===== src/rtl/util_axis_puf_string_encoder_pkg.sv =====
// Shared constants for the byte -> ASCII binary string encoder.
package util_axis_puf_string_encoder_pkg;

    localparam int CHAR_W    = 8;
    localparam int STR_CHARS = 11;
    localparam int STR_W     = CHAR_W * STR_CHARS;

    localparam logic [CHAR_W-1:0] ASCII_ZERO = 8'h30;
    localparam logic [CHAR_W-1:0] ASCII_B    = 8'h62;
    localparam logic [CHAR_W-1:0] ASCII_LF   = 8'h0A;

    typedef logic [STR_CHARS-1:0][CHAR_W-1:0] str_t;

endpackage


===== src/rtl/util_axis_puf_string_encoder_byte_to_bin_ascii.sv =====
// Combinational encode map: one byte -> "0b" + 8 binary digits + LF.
// Char 0 sits in the lowest byte so a byte-serial sink sends it first.
module byte_to_bin_ascii
    import util_axis_puf_string_encoder_pkg::*;
(
    input  logic [7:0]       data_byte,
    output logic [STR_W-1:0] ascii_str
);

    str_t chars;

    assign chars[0]  = ASCII_ZERO;
    assign chars[1]  = ASCII_B;
    assign chars[10] = ASCII_LF;

    // Digit k carries bit 7-k, so the MSB is printed first.
    for (genvar k = 0; k < 8; k++) begin : g_digit
        assign chars[2+k] = ASCII_ZERO + {7'd0, data_byte[7-k]};
    end

    assign ascii_str = chars;

endmodule


===== src/rtl/util_axis_puf_string_encoder.sv =====
// AXI-Stream byte -> 88-bit ASCII binary string beat.
// Single output register; ready is passed back combinationally so a
// continuously-ready sink sees one beat per clock.
module util_axis_puf_string_encoder
    import util_axis_puf_string_encoder_pkg::*;
(
    input  logic             aclk,
    input  logic             arst,
    input  logic [7:0]       s_axis_tdata,
    input  logic             s_axis_tvalid,
    output logic             s_axis_tready,
    output logic [STR_W-1:0] m_axis_tdata,
    output logic             m_axis_tvalid,
    input  logic             m_axis_tready
);

    logic [STR_W-1:0] enc_str;
    logic             accept;

    byte_to_bin_ascii u_enc (
        .data_byte (s_axis_tdata),
        .ascii_str (enc_str)
    );

    // Free slot when empty or the held word leaves this cycle; never ready in reset.
    assign s_axis_tready = ~arst & (~m_axis_tvalid | m_axis_tready);
    assign accept        = s_axis_tvalid & s_axis_tready;

    // Output register: load on accept, clear valid once the word is taken.
    // Data is left untouched on drain so the bus does not toggle needlessly.
    always_ff @(posedge aclk or posedge arst) begin
        if (arst) begin
            m_axis_tvalid <= 1'b0;
            m_axis_tdata  <= '0;
        end else if (accept) begin
            m_axis_tvalid <= 1'b1;
            m_axis_tdata  <= enc_str;
        end else if (m_axis_tready) begin
            m_axis_tvalid <= 1'b0;
        end
    end

endmodule


===== config.mk =====
export PLATFORM = sky130hd
export DESIGN_NAME = util_axis_puf_string_encoder
export DESIGN_NICKNAME = d
export VERILOG_FILES = /design/src/rtl/util_axis_puf_string_encoder_pkg.sv /design/src/rtl/util_axis_puf_string_encoder_byte_to_bin_ascii.sv /design/src/rtl/util_axis_puf_string_encoder.sv
export SDC_FILE = /design/constraint.sdc
export NUM_CORES = 1
export LEC_CHECK = 0
export CORE_MARGIN = 1
export CORE_UTILIZATION = 29
export DETAILED_ROUTE_END_ITERATION = 12
export MAX_ROUTING_LAYER = met4
export PLACE_DENSITY = 0.81
export SYNTH_ARGS = -nofsm -noshare
export SYNTH_HDL_FRONTEND = slang
export SYNTH_SLANG_ARGS = --single-unit

===== constraint.sdc =====
create_clock -name aclk -period 2.1 [get_ports aclk]
set_clock_uncertainty 0.2 [all_clocks]
set_input_delay 0.42 -clock aclk [delete_from_list [all_inputs] [get_ports aclk]]
set_output_delay 0.42 -clock aclk [all_outputs]
set_load 0.02 [all_outputs]

# [Word level (Yosys, flattened, before mapping)]
# Index checks and enable logic that the tools add are counted.
[word_totals] register_bits=71 input_bits=12 out_inout_bits=90 elab_cells=18
[classes] n_addsub=8 muxes=2 bitwise=5 n_reduce_logical=1
[op_table] op="adder 6 x 1 -> 7 bit (first input constant)" count=8
[op_table] op="AND 1 bit" count=2
[op_table] op="2-to-1 mux 1 bit" count=2
[op_table] op="NOT 1 bit" count=2
[op_table] op="nonzero test 2 bit" count=1
[op_table] op="bitwise OR 1 bit" count=1

# [Depth between registers and ports, before layout]
[logic_depth] word_depth=5 mapped_depth=3 depth_no_buf=3

# [Modules after synthesis]
# Synthesis repeated with hierarchy kept, for this count alone.
[unflattened] hier_cells=282 hier_area_um2=4108.9
[by_module_without_submodules] module="util_axis_puf_string_encoder" n_inst=1 cells_each=192 area_each_um2=3440.8 seq_area_each_um2=2227.1
[by_module_without_submodules] module="byte_to_bin_ascii" n_inst=1 cells_each=90 area_each_um2=668.1 seq_area_each_um2=0.0

# [Least setup slack after synthesis]
# No wires, ideal clock.
[synth_path] path_type="register -> output" startpoint="register m_axis_tdata[77] (netlist name)" endpoint="output m_axis_tdata[13]" arrival_ns=1.005 t_required_ns=1.480 setup_slack_ns=0.475 path_stages_with_launch=2 path_cell_list="dfrtp_1 -> buf_4"
[synth_lines] element="to (decl)" line="util_axis_puf_string_encoder.sv:12" source="output logic [STR_W-1:0] m_axis_tdata,"

# [Worst setup path after layout]
[layout_path] startpoint="input m_axis_tready" endpoint="output s_axis_tready"
[layout_via] elab_chain_cells=2
[layout_lines] element="from (decl)" line="util_axis_puf_string_encoder.sv:14" source="input logic m_axis_tready"
[layout_lines] element="bitwise OR 1 bit" line="util_axis_puf_string_encoder.sv:26" source="assign s_axis_tready = ~arst & (~m_axis_tvalid | m_axis_tready);"
[layout_lines] element="AND 1 bit" line="util_axis_puf_string_encoder.sv:26"
[layout_lines] element="to (decl)" line="util_axis_puf_string_encoder.sv:11" source="output logic s_axis_tready,"
# No other way between the ends.

==> impl_metrics.ini <==
[sta]
grt_setup_unrepaired = false
final_hold_viol_count = 0
setup-violations-final = 0
fin_crit_sh = 0.952
fmax_mhz = 500
slew_violations = 0
finalCriticalPeriod_ns = 2.00
final.setup.tns_ns = 0

[detailed_routing]
route.detailed.wl_per_inst_um = 8.21
avgViaCountPerCell = 3.06
antenna_violating_nets_post_route = 0
dr.pass1.iters = 1
drt-total-wl_um = 1460
initialDrtViolationCount = 0
dr_total_vias = 545
drt_drc_violations_left = 0

[critical_path]
crit_start = m_axis_tready
worst_path_max_delay_cell = sky130_fd_sc_hd__clkdlybuf4s50_1
worst_r2r_path_depth = 5
worst-endpoint-arrival_ns = 1.38
critical-path-max-stage-delay_ns = 0.50
worst_path_buf_inv = 2
path_depth = 4
startpoint_type = primary input
regToRegSetupSlack_ns = 0.42
startpoint_of_the_most_critical_register_to_register_path = m_axis_tvalid$_DFFE_PP0P_
worst-path-max-fanout = 2
critPathCapture = s_axis_tready
worstReg2RegEnd = m_axis_tdata[32]$_DFFE_PP0P_
crit_path_cell_trace = clkdlybuf4s50_1 -> nor2b_4 -> nor2_1 -> dlygate4sd2_1
path_class = in2out
worst_path_dominant_cell_family = buffers and inverters
worst_ep_required_time_ns = 1.48
type_of_destination_of_the_critical_path = output port

[logic_synthesis]
yosysUniqueCellTypes = 10
synthesis.area_per_instance_um2 = 9.54
yosys_register_bits = 10
synth.yosys.warnings = 0
synth_area_um2 = 992
synth_seq_area_share = 0.252
syn-instance-count = 104

[clock_network]
cts_setup_buffers = 0
numClockSinks = 10
tritoncts.num_buffers = 3
cts-root-buf = sky130_fd_sc_hd__clkbuf_4
cts_htree_levels = 1
tritoncts_clock_tree = yes
clk_pin_slew_worst_paths_ns = 0.05
clk-insertion-delay-late_ns = 0.26
clock_tree_buffer_depth = 2

[power]
intPower_uw = 395
pwr_density_cell_nw_per_um2 = 511
power.leakage_nw = 0.575
comb_power_share = 0.429
power.switching_uw = 237
p_seq_frac = 0.374
peak_ir_drop_on_the_vdd_network_mv = 0.440
swShare = 0.376
clock_power_share = 0.197

[layout]
post-route-util = 0.392
antenna-diode-count = 0
drive_above_1_share = 0.157
area_growth_pct = 24.7
num-nets-final = 148
fill_cells = 336

[floorplanning]
fp-row-count = 20
die-area_um2 = 3660
fp.dieH_um = 60.5
initial_cell_density_of_the_core = 0.315
coreArea_um2 = 3150
io_pins = 102
chipWidth_um = 60.5

[global_routing]
overflow = 0
grt_antenna_before_repair = 0
largest_net_degree_at_the_start_of_global_routing = 25
grt_first_pass_wirelength_um = 1840
grt_pass1_vias = 409
grtUsageTotal = 0.0740

[place]
routability_driven_placement_congestion_ratio = 0.619
buffer_ports.inserted = 44
dp.final_hpwl_um = 1180

[hold_path]
hold_path_startpoint = m_axis_tdata[40]$_DFFE_PP0P_
hp-class = reg2reg

[status]
outcome = finished, final reports clean

[job]
total_of_max_cap_violations = 0
-- cells in the mapped netlist --
cell type                 instances  area, um2
sky130_fd_sc_hd__inv_1            1       3.75
sky130_fd_sc_hd__mux2_2           8       90.1
sky130_fd_sc_hd__or2_2            1       6.26
sky130_fd_sc_hd__nor3b_4          1       18.8
sky130_fd_sc_hd__nor2b_4          1       13.8
sky130_fd_sc_hd__conb_1           1       3.75
sky130_fd_sc_hd__a21o_2           1       8.76
sky130_fd_sc_hd__dfrtp_1         10        250
sky130_fd_sc_hd__nor2_1           1       3.75
sky130_fd_sc_hd__buf_4           79        593
-- stage by stage --
stage	instance area (um2)	instances	total power [mW]	hold slack, ns	setup slack (ns)
CTS	1180	178	0.642	0.309	0.000855
global placement	1160	175	0.510	0.291	-0.167
floorplan	1200	160	0.490	0.0684	0.475
finish	1240	178	0.632	0.303	0.101
global route	1240	178	0.674	0.324	0.0549
detailed placement	1160	175	0.512	0.296	-0.185
-- state kept, by name, indices dropped and copies added, names as in the netlist --
name / count
m_axis_tvalid: 1
m_axis_tdata: 9
-- layout make-up --
cell class | instances | area [um2] | area share
inverter | 1 | 3.75 | 0.00303
clock buffer | 3 | 22.5 | 0.0182
sequential | 10 | 250 | 0.202
multi-input combinational | 70 | 355 | 0.287
timing repair buffer | 50 | 551 | 0.445
tap | 44 | 55.1 | 0.0445
-- metal layers --
metal	up-vias	track usage	part of all wire
met1	254	0.0722	0.32
met4	0	0.0292	0.0041
met2	41	0.129	0.60
li1	248	-	-
met5	-	-	0
met3	2	0.0320	0.080
-- what timing repair did --
action,in CTS,in global routing
pin swaps,0,0
hold buffers,0,0
setup endpoints to repair,3,22
resized for setup,2,22
cloned,0,0
-- kinds of logic after synthesis --
group / count (synthesis) / synth area share
AND/OR/NAND/NOR: 4 / 0.0429
other: 1 / 0.00378
flip-flops: 10 / 0.252
buffers and inverters: 80 / 0.602
AO/OA/AOI/OAI: 1 / 0.00883
multiplexers: 8 / 0.0908
-- power by group through the flow --
stage          clock network, mW  logic (mW)  registers (mW)
2_1_floorplan                  0       0.212           0.278
4_1_cts                    0.133       0.272           0.237
6_report                   0.124       0.271           0.236
3_5_place_dp                   0       0.272           0.240
3_3_place_gp                   0       0.270           0.240
5_1_grt                    0.142       0.291           0.241
-- worst min path at each step --
stage / to / slack [ns] / cells after the start
4_1_cts: m_axis_tdata[40]$_DFFE_PP0P_ / 0.31 / 1
3_5_place_dp: m_axis_tdata[40]$_DFFE_PP0P_ / 0.30 / 1
3_3_place_gp: m_axis_tdata[48]$_DFFE_PP0P_ / 0.29 / 1
6_report: m_axis_tdata[40]$_DFFE_PP0P_ / 0.30 / 1
5_1_grt: m_axis_tdata[48]$_DFFE_PP0P_ / 0.32 / 1
2_1_floorplan: m_axis_tdata[16]$_DFFE_PP0P_ / 0.07 / 1
-- cell usage in the layout, fill, tap and decap left out, drive strengths merged --
cell type	Yosys	final
clkbuf	0	3
dfrtp	10	10
nor3b	1	1
conb	1	57
or2	1	1
inv	1	1
clkdlybuf4s50	0	20
nor2b	1	1
nor2	1	1
a21o	1	1
buf	79	6
dlymetal6s2s	0	22
mux2	8	8
dlygate4sd2	0	2
No activity file was read; power rests on OpenSTA's default activity.
